### src/rtl/iir_out_decimator.sv
// Boxcar decimator for the IIR filter output: averages groups of 2**LOG2_DECIM
// samples, saturates to OUT_W bits and queues the results on a valid/ready stream.
module iir_out_decimator #(
    parameter int IN_W       = 32,
    parameter int OUT_W      = 16,
    parameter int LOG2_DECIM = 2,
    parameter int FIFO_DEPTH = 4
) (
    input  logic                          clk,
    input  logic                          rst,
    input  logic                          in_valid,
    input  logic signed [IN_W-1:0]        in_data,
    output logic                          out_valid,
    input  logic                          out_ready,
    output logic signed [OUT_W-1:0]       out_data,
    output logic                          out_sat,
    output logic [$clog2(FIFO_DEPTH):0]   fill_level,
    output logic                          ovf_sticky,
    output logic [15:0]                   ovf_cnt,
    input  logic                          ovf_clr
);

    localparam int ACC_W = IN_W + LOG2_DECIM;
    localparam int PTR_W = $clog2(FIFO_DEPTH);
    localparam int CNT_W = PTR_W + 1;
    localparam int ENT_W = OUT_W + 1;

    localparam logic signed [ACC_W-1:0] SAT_MAX = {{(ACC_W-OUT_W+1){1'b0}}, {(OUT_W-1){1'b1}}};
    localparam logic signed [ACC_W-1:0] SAT_MIN = {{(ACC_W-OUT_W+1){1'b1}}, {(OUT_W-1){1'b0}}};

    logic [LOG2_DECIM-1:0]    phase;
    logic signed [ACC_W-1:0]  acc;
    logic signed [ACC_W-1:0]  in_ext;
    logic signed [ACC_W-1:0]  sum;
    logic signed [ACC_W-1:0]  avg;
    logic [OUT_W-1:0]         clamped;
    logic                     sat;

    logic [ENT_W-1:0]         mem [FIFO_DEPTH];
    logic [ENT_W-1:0]         head;
    logic [PTR_W-1:0]         wr_ptr;
    logic [PTR_W-1:0]         rd_ptr;

    logic group_done;
    logic full;
    logic pop;
    logic push;
    logic drop;

    // NOTE: every signal assigned here gets a default first, so no path can infer a latch.
    always_comb begin
        in_ext  = {{LOG2_DECIM{in_data[IN_W-1]}}, in_data};
        sum     = acc + in_ext;
        avg     = sum >>> LOG2_DECIM;
        clamped = avg[OUT_W-1:0];
        sat     = 1'b0;
        if (avg > SAT_MAX) begin
            clamped = SAT_MAX[OUT_W-1:0];
            sat     = 1'b1;
        end else if (avg < SAT_MIN) begin
            clamped = SAT_MIN[OUT_W-1:0];
            sat     = 1'b1;
        end
    end

    // A full FIFO still accepts a push when the head leaves on the same edge.
    assign group_done = in_valid && (phase == '1);
    assign full       = (fill_level == CNT_W'(FIFO_DEPTH));
    assign out_valid  = (fill_level != '0);
    assign pop        = out_valid && out_ready;
    assign push       = group_done && (!full || pop);
    assign drop       = group_done && full && !pop;

    assign head     = mem[rd_ptr];
    assign out_data = out_valid ? head[OUT_W-1:0] : '0;
    assign out_sat  = out_valid ? head[OUT_W] : 1'b0;

    always_ff @(posedge clk) begin
        if (rst) begin
            phase      <= '0;
            acc        <= '0;
            wr_ptr     <= '0;
            rd_ptr     <= '0;
            fill_level <= '0;
            ovf_sticky <= 1'b0;
            ovf_cnt    <= '0;
        end else begin
            if (in_valid) begin
                phase <= phase + 1'b1;
                acc   <= (phase == '0) ? in_ext : sum;
            end
            if (push) wr_ptr <= wr_ptr + 1'b1;
            if (pop)  rd_ptr <= rd_ptr + 1'b1;
            if (push && !pop)      fill_level <= fill_level + 1'b1;
            else if (pop && !push) fill_level <= fill_level - 1'b1;

            if (ovf_clr) begin
                ovf_sticky <= 1'b0;
                ovf_cnt    <= '0;
            end else if (drop) begin
                ovf_sticky <= 1'b1;
                if (ovf_cnt != 16'hFFFF) ovf_cnt <= ovf_cnt + 16'd1;
            end
        end
    end

    // NOTE: the storage array has no reset; out_valid masks stale entries.
    always_ff @(posedge clk) begin
        if (!rst && push) mem[wr_ptr] <= {sat, clamped};
    end

endmodule

### config.mk
export PLATFORM = sky130hd
export DESIGN_NAME = iir_out_decimator
export DESIGN_NICKNAME = d
export VERILOG_FILES = /design/src/rtl/iir_out_decimator.sv
export SDC_FILE = /design/constraint.sdc
export NUM_CORES = 1
export LEC_CHECK = 0
export BUFFER_PORTS_ARGS = -buffer_cell sky130_fd_sc_hd__buf_2
export CORE_MARGIN = 10
export CORE_UTILIZATION = 35
export CTS_BUF_LIST = sky130_fd_sc_hd__clkbuf_8
export CTS_CLUSTER_DIAMETER = 150
export DETAILED_ROUTE_END_ITERATION = 16
export PLACE_DENSITY = 0.53
export RECOVER_POWER = 25
export SLEW_MARGIN = 20
export SYNTH_ARGS = -nofsm -noshare
export SYNTH_HDL_FRONTEND = slang
export SYNTH_SLANG_ARGS = --single-unit
### constraint.sdc
create_clock -name clk -period 10.54 [get_ports clk]
set_input_delay 0 -clock clk [delete_from_list [all_inputs] [get_ports clk]]
set_output_delay 0 -clock clk [all_outputs]
set_load 0.1 [all_outputs]
=== Word level (Yosys, flattened, before mapping) ===
Memories as Yosys holds them, arrays and structs flattened. A register that Yosys moved wholly into a read port is not among the register bits.
Cells that the tools add are included.
Widths: inputs -> output; s select.

* Eq/ne operators: 3
* Reduce and logical (&&, ||, !) cells: 18
* Magnitude comparators: 2
* Muxes and demuxes: 13
* Add/subtract/negate cells: 7

{| class="wikitable"
|+ Operators with widths
! kind !! count
|-
| $mux 16 || 3
|-
| $add 34x32->34 || 1
|-
| $mux 34 || 1
|-
| $gt 32x16->1 const B || 1
|-
| $lt 32x16->1 const B || 1
|-
| $add 16x1->16 const B || 1
|-
| $ne 16x16->1 const B || 1
|-
| $logic_and 1x1->1 || 8
|-
| $add 2x1->2 const B || 3
|-
| $mux 3 || 2
|-
| $mux 1 || 5
|-
| $logic_not 1->1 || 4
|-
| $mux 2 || 2
|-
| $add 3x1->3 const B || 1
|-
| $eq 3x3->1 const B || 1
|-
| $reduce_bool 3->1 || 1
|-
| $sub 3x1->3 const B || 1
|-
| $eq 2x2->1 const B || 1
|-
| $logic_not 2->1 || 1
|-
| $reduce_and 2->1 || 1
|-
| $reduce_bool 2->1 || 1
|-
| $reduce_or 2->1 || 1
|-
| $logic_or 1x1->1 || 1
|}

* Bits in writable memories: 68
* Memories: 1
* Bits of input ports: 37
* Word-level logic and storage cells: 51
* Output and inout port bits: 38
* Register bits after elaboration: 60

{| class="wikitable"
|+ Memories
! name !! depth !! width !! rd ports !! clocked after Yosys merged registers in !! write ports !! line !! text
|-
| mem || 4 || 17 || 1 || 1 || 1 || 39 || <nowiki>logic [ENT_W-1:0] mem [FIFO_DEPTH];</nowiki>
|}

=== Depth between registers and ports, before layout ===
* Word-level depth: 8
* Depth in mapped cells: 14

=== Least setup slack after synthesis ===
OpenSTA, ideal clock, no wires.

* Path type: register -> register
* From: reg acc[0]
* To: mem mem[0][14] (netlist bit), data pin
* Setup slack: 6.937 ns
* Period minus slack after synthesis: 3.603 ns
* Cell stages (with the launch flop): 14
* Data arrival time: 3.333 ns
* Library setup time: 0.269 ns
* Cell sequence: dfxtp_1 ha_1 fa_1 a21o_1 a221oi_2 a2111oi_4 nor3b_4 o221ai_2 a221o_1 a21oi_4 xor2_4 a31oi_4 buf_6 a211o_1

* Word-level cells in the longest chain between the ends: 4
* Elaborated cells on any way between the ends: 5
* Classes of those cells: add/sub (1); order compare (2); mux (2)

{| class="wikitable"
|+ Ends and longest elaborated chain
! what !! line !! text
|-
| from (decl) || 32 || <nowiki>logic signed [ACC_W-1:0] acc;</nowiki>
|-
| from (signal assigned) || 90 || <nowiki>acc <= (phase == '0) ? in_ext : sum;</nowiki>
|-
| $add 34x32->34 * || 53 || <nowiki>sum = acc + in_ext;</nowiki>
|-
| $lt 32x16->1 || 60 || <nowiki>end else if (avg < SAT_MIN) begin</nowiki>
|-
| $mux 16 || 60 ||
|-
| $mux 16 * || 57 || <nowiki>if (avg > SAT_MAX) begin</nowiki>
|-
| via clamped[14] || 36 || <nowiki>logic [OUT_W-1:0] clamped;</nowiki>
|-
| to (decl) || 39 ||
|}

The timed path passes the listed nets; every way through them passes the cells marked *.

=== Worst setup path in the final report ===
* From: reg acc[0]
* To: mem mem[1][0] (netlist bit), data pin

The elaborated chain is that of the path after synthesis.

==> impl_metrics.env <==
export IMPL_total_power_mw=1.896
export IMPL_fp_dieH_um=169.4
export IMPL_power_density_nw_per_um2=209.9
export IMPL_grt_max_degree=72
export IMPL_outcome="complete, but fails checks"
export IMPL_clock_skew_ns=0.01515
export IMPL_path_delay_family="compound AO/OA/AOI/OAI gates"
export IMPL_synth_cells=796
export IMPL_instances_no_fill=1176
export IMPL_die_x_um=169.4
export IMPL_htreeDepth=4
export IMPL_place_gp_congestion=0.8282
export IMPL_syn_num_nets=876
export IMPL_cp_cell_sequence="ha_1, fa_1, a21o_1, a221o_1, a22o_1, o41ai_1, o22ai_1, nor4b_1, and4_1, a21oi_1, a211oi_1"
export IMPL_coreArea_sq_um=21890
export IMPL_setup_tns_ns=0
export IMPL_drt_iter0_drc=348
export IMPL_critPathBufInv=0
export IMPL_io_pins=75
export IMPL_place_area_sq_um=8379
export IMPL_rows=54
export IMPL_slowest_stage="and4_1"
export IMPL_grt_setup_unrepaired="no"
export IMPL_cts_sink_count=130
export IMPL_first_pass_iters=5
export IMPL_synth_seq_cells=130
export IMPL_fin_util_pct=41.26
export IMPL_timing_final_hold_violations=0
export IMPL_synth_cell_type_count=63
export IMPL_cp_data_required_time_ns=10.73
export IMPL_worst_pin_slew_ns=2.749
export IMPL_filler_cell_count=2205
export IMPL_wl_um=19890
export IMPL_max_cap_violations=1
export IMPL_crit_path_max_fanout=16
export IMPL_clock_latency_ns=0.44
export IMPL_finalSetupViolCount=0
export IMPL_cts_root_buf="clkbuf_8"
export IMPL_syn_area_sq_um=7811
export IMPL_fin_hold_ws_ns=0.06488
export IMPL_grt_busiest_layer="met2"
export IMPL_yosysTopAreaCell="edfxtp_1"
export IMPL_grt_usage_pct=14.09
export IMPL_synth_area_leaders="edfxtp_1, dfxtp_1, ha_1"
export IMPL_area_growth_pct=15.63
export IMPL_vias=6155
export IMPL_n_antenna_cell=0
export IMPL_drc=0
export IMPL_fmax_mhz=216.6
export IMPL_drive_above_1_share_pct=12.72
export IMPL_antenna_found_initial=0
export IMPL_post_route_cell_area_sq_um=9032
export IMPL_critical_path_max_stage_delay_ns=0.75
export IMPL_critical_path_class="register to register"
export IMPL_grt_use_met1_pct=18.27
export IMPL_clk_pin_slew_ns=0.08
export IMPL_min_period_over_period_pct=43.81
export IMPL_period_minus_slack_ns=4.617
export IMPL_synth_top_area_share_pct=26.14
export IMPL_io_buffers=74
export IMPL_grt_use_met3_pct=2.918
export IMPL_overflow=0
export IMPL_dieArea_sq_um=28690
export IMPL_grt_pass1_wl_um=33200
export IMPL_violations="max-capacitance violations, max-slew violations"
export IMPL_ys_flop_type="edfxtp_1"
export IMPL_relSlewSlack_pct=-83.23
export IMPL_syn_avg_cell_area_sq_um=9.813
export IMPL_fin_ws_ns=5.923
export IMPL_cts_resized=0
export IMPL_worstPathArrival_ns=4.81
export IMPL_cp_start_kind="register"
export IMPL_synth_async_reset_ratio_pct=0
export IMPL_grt_use_met2_pct=22.93
export IMPL_post_cts_buffers=0
export IMPL_synth_edff_count=68
export IMPL_placedCellCount=1112
export IMPL_viasPerCell=5.234
export IMPL_drt_wirelength_per_cell_um=16.92
export IMPL_dpl_hpwl_um=14360
export IMPL_endpoint_kind="register"
export IMPL_min_path_type="input pin to register"
export IMPL_total_leakage_power_nw=3.536
export IMPL_dpl_worst_slack_ns=6.053
export IMPL_postRouteAntennaNets=0
export IMPL_yosys_warnings=0
export IMPL_vdd_drop_max_v=0.0001480
export IMPL_start_util_pct=35.68
export IMPL_ys_seq_area_share_pct=42.03
export IMPL_max_clock_path_buffers=2
export IMPL_grt_pass1_vias=6348
export IMPL_cts_buffers=17
export IMPL_final_nets=963
export IMPL_maxSlewViolCount=59
export IMPL_cts_tree="done"
repair_timing:
item / in CTS / in global routing
hold buffers: 32 / 0
setup endpoints to repair: 0 / 0
endpoints found under the hold margin: 35 / 0
layer usage:
metal	vias to the layer above	share of wire [%]	wire, um
met5	-	0	0
met4	0	1.9	374
met2	138	47	9344
met3	25	4.2	833
met1	2881	47	9342
li1	3111	-	-
final timing paths:
kind | start | end | slack (ns) | cells past startpoint
min reg2reg | acc[31] | acc[31] | 0.48 | 2
min | ovf_clr | ovf_cnt[4] | 0.06 | 3
max | acc[0] | mem[1][0] | 5.92 | 11
max reg2reg | acc[0] | mem[1][0] | 5.92 | 11
flip-flops by register name, indices dropped and copies added (netlist names), named ones only:
signal	flops
ovf_sticky	1
mem	68
wr_ptr	2
ovf_cnt	16
rd_ptr	2
acc	34
fill_level	3
phase	2
worst register-to-register path: cells and delay by family, from the launching register on:
kind                     cells  cell delay [ns]
flip-flops                   1             0.32
AO/OA/AOI/OAI                7             2.32
adder cells (fa/ha/maj)      2             0.64
AND/OR/NAND/NOR              2             1.11
layout make-up:
| cell class | count | area, sq um | share of cell area, % |
|---|---|---|---|
| Clock buffer | 17 | 234.0 | 2.590 |
| Clock inverter | 15 | 135.1 | 1.496 |
| Timing Repair Buffer | 111 | 694.4 | 7.688 |
| Inverter | 16 | 60.06 | 0.6649 |
| Multi-Input combinational cell | 607 | 4275 | 47.33 |
| Tap cell | 280 | 350.3 | 3.879 |
| Sequential cell | 130 | 3283 | 36.35 |
power by group:
part / internal, mW / switching (mW)
Combinational: 0.227 / 0.665
Sequential: 0.582 / 0.0194
Clock: 0.188 / 0.215
Total: 0.997 / 0.899
cell families after synthesis:
logic type	Yosys count	synth area share, %
and+or+nand+nor	288	17.46
adders and majority gates	43	7.080
xor gates and xnor gates	45	5.286
muxes	38	7.593
AOI/OAI and AO/OA	193	17.32
DFF	130	42.03
buffers and inverters	59	3.236
Yosys cell counts (3+ instances only):
cell type  instances
nor4_1             4
buf_6              3
mux4_2            17
dfxtp_1           62
xnor2_1           21
buf_1              8
nand4_1           11
or3_1              4
a21oi_1           45
nor4b_1            3
a211o_1           15
and3_1            13
edfxtp_1          68
nor2_1           113
nand3_1           19
o311ai_0           3
o21bai_1           6
nor3_1            17
buf_2              7
a21o_1            11
a211oi_1          14
o21ai_0           36
o211ai_1          24
mux2i_1           21
clkbuf_1          25
o21a_1             8
nand3b_1           5
ha_1              41
nor3b_1            3
nand2_1           60
and2_1            25
inv_1             16
o31ai_1            4
o211a_1            3
xor2_1            23
layout by cell type, fill, tap and decap left out, types with 5 or more instances in the layout:
master	n
nor2_1	113
edfxtp_1	68
dfxtp_1	62
nand2_1	60
buf_2	53
a21oi_1	45
ha_1	41
o21ai_0	36
dlygate4sd3_1	32
o211ai_1	24
and2_1	23
xor2_1	23
clkbuf_1	23
mux2i_1	21
xnor2_1	21
nand3_1	19
mux4_2	17
nor3_1	17
clkbuf_8	17
inv_1	16
a211o_1	15
a211oi_1	14
and3_1	13
nand4_1	11
a21o_1	11
o21a_1	8
o21bai_1	6
nand3b_1	5
(Power assumes the default switching activity.)
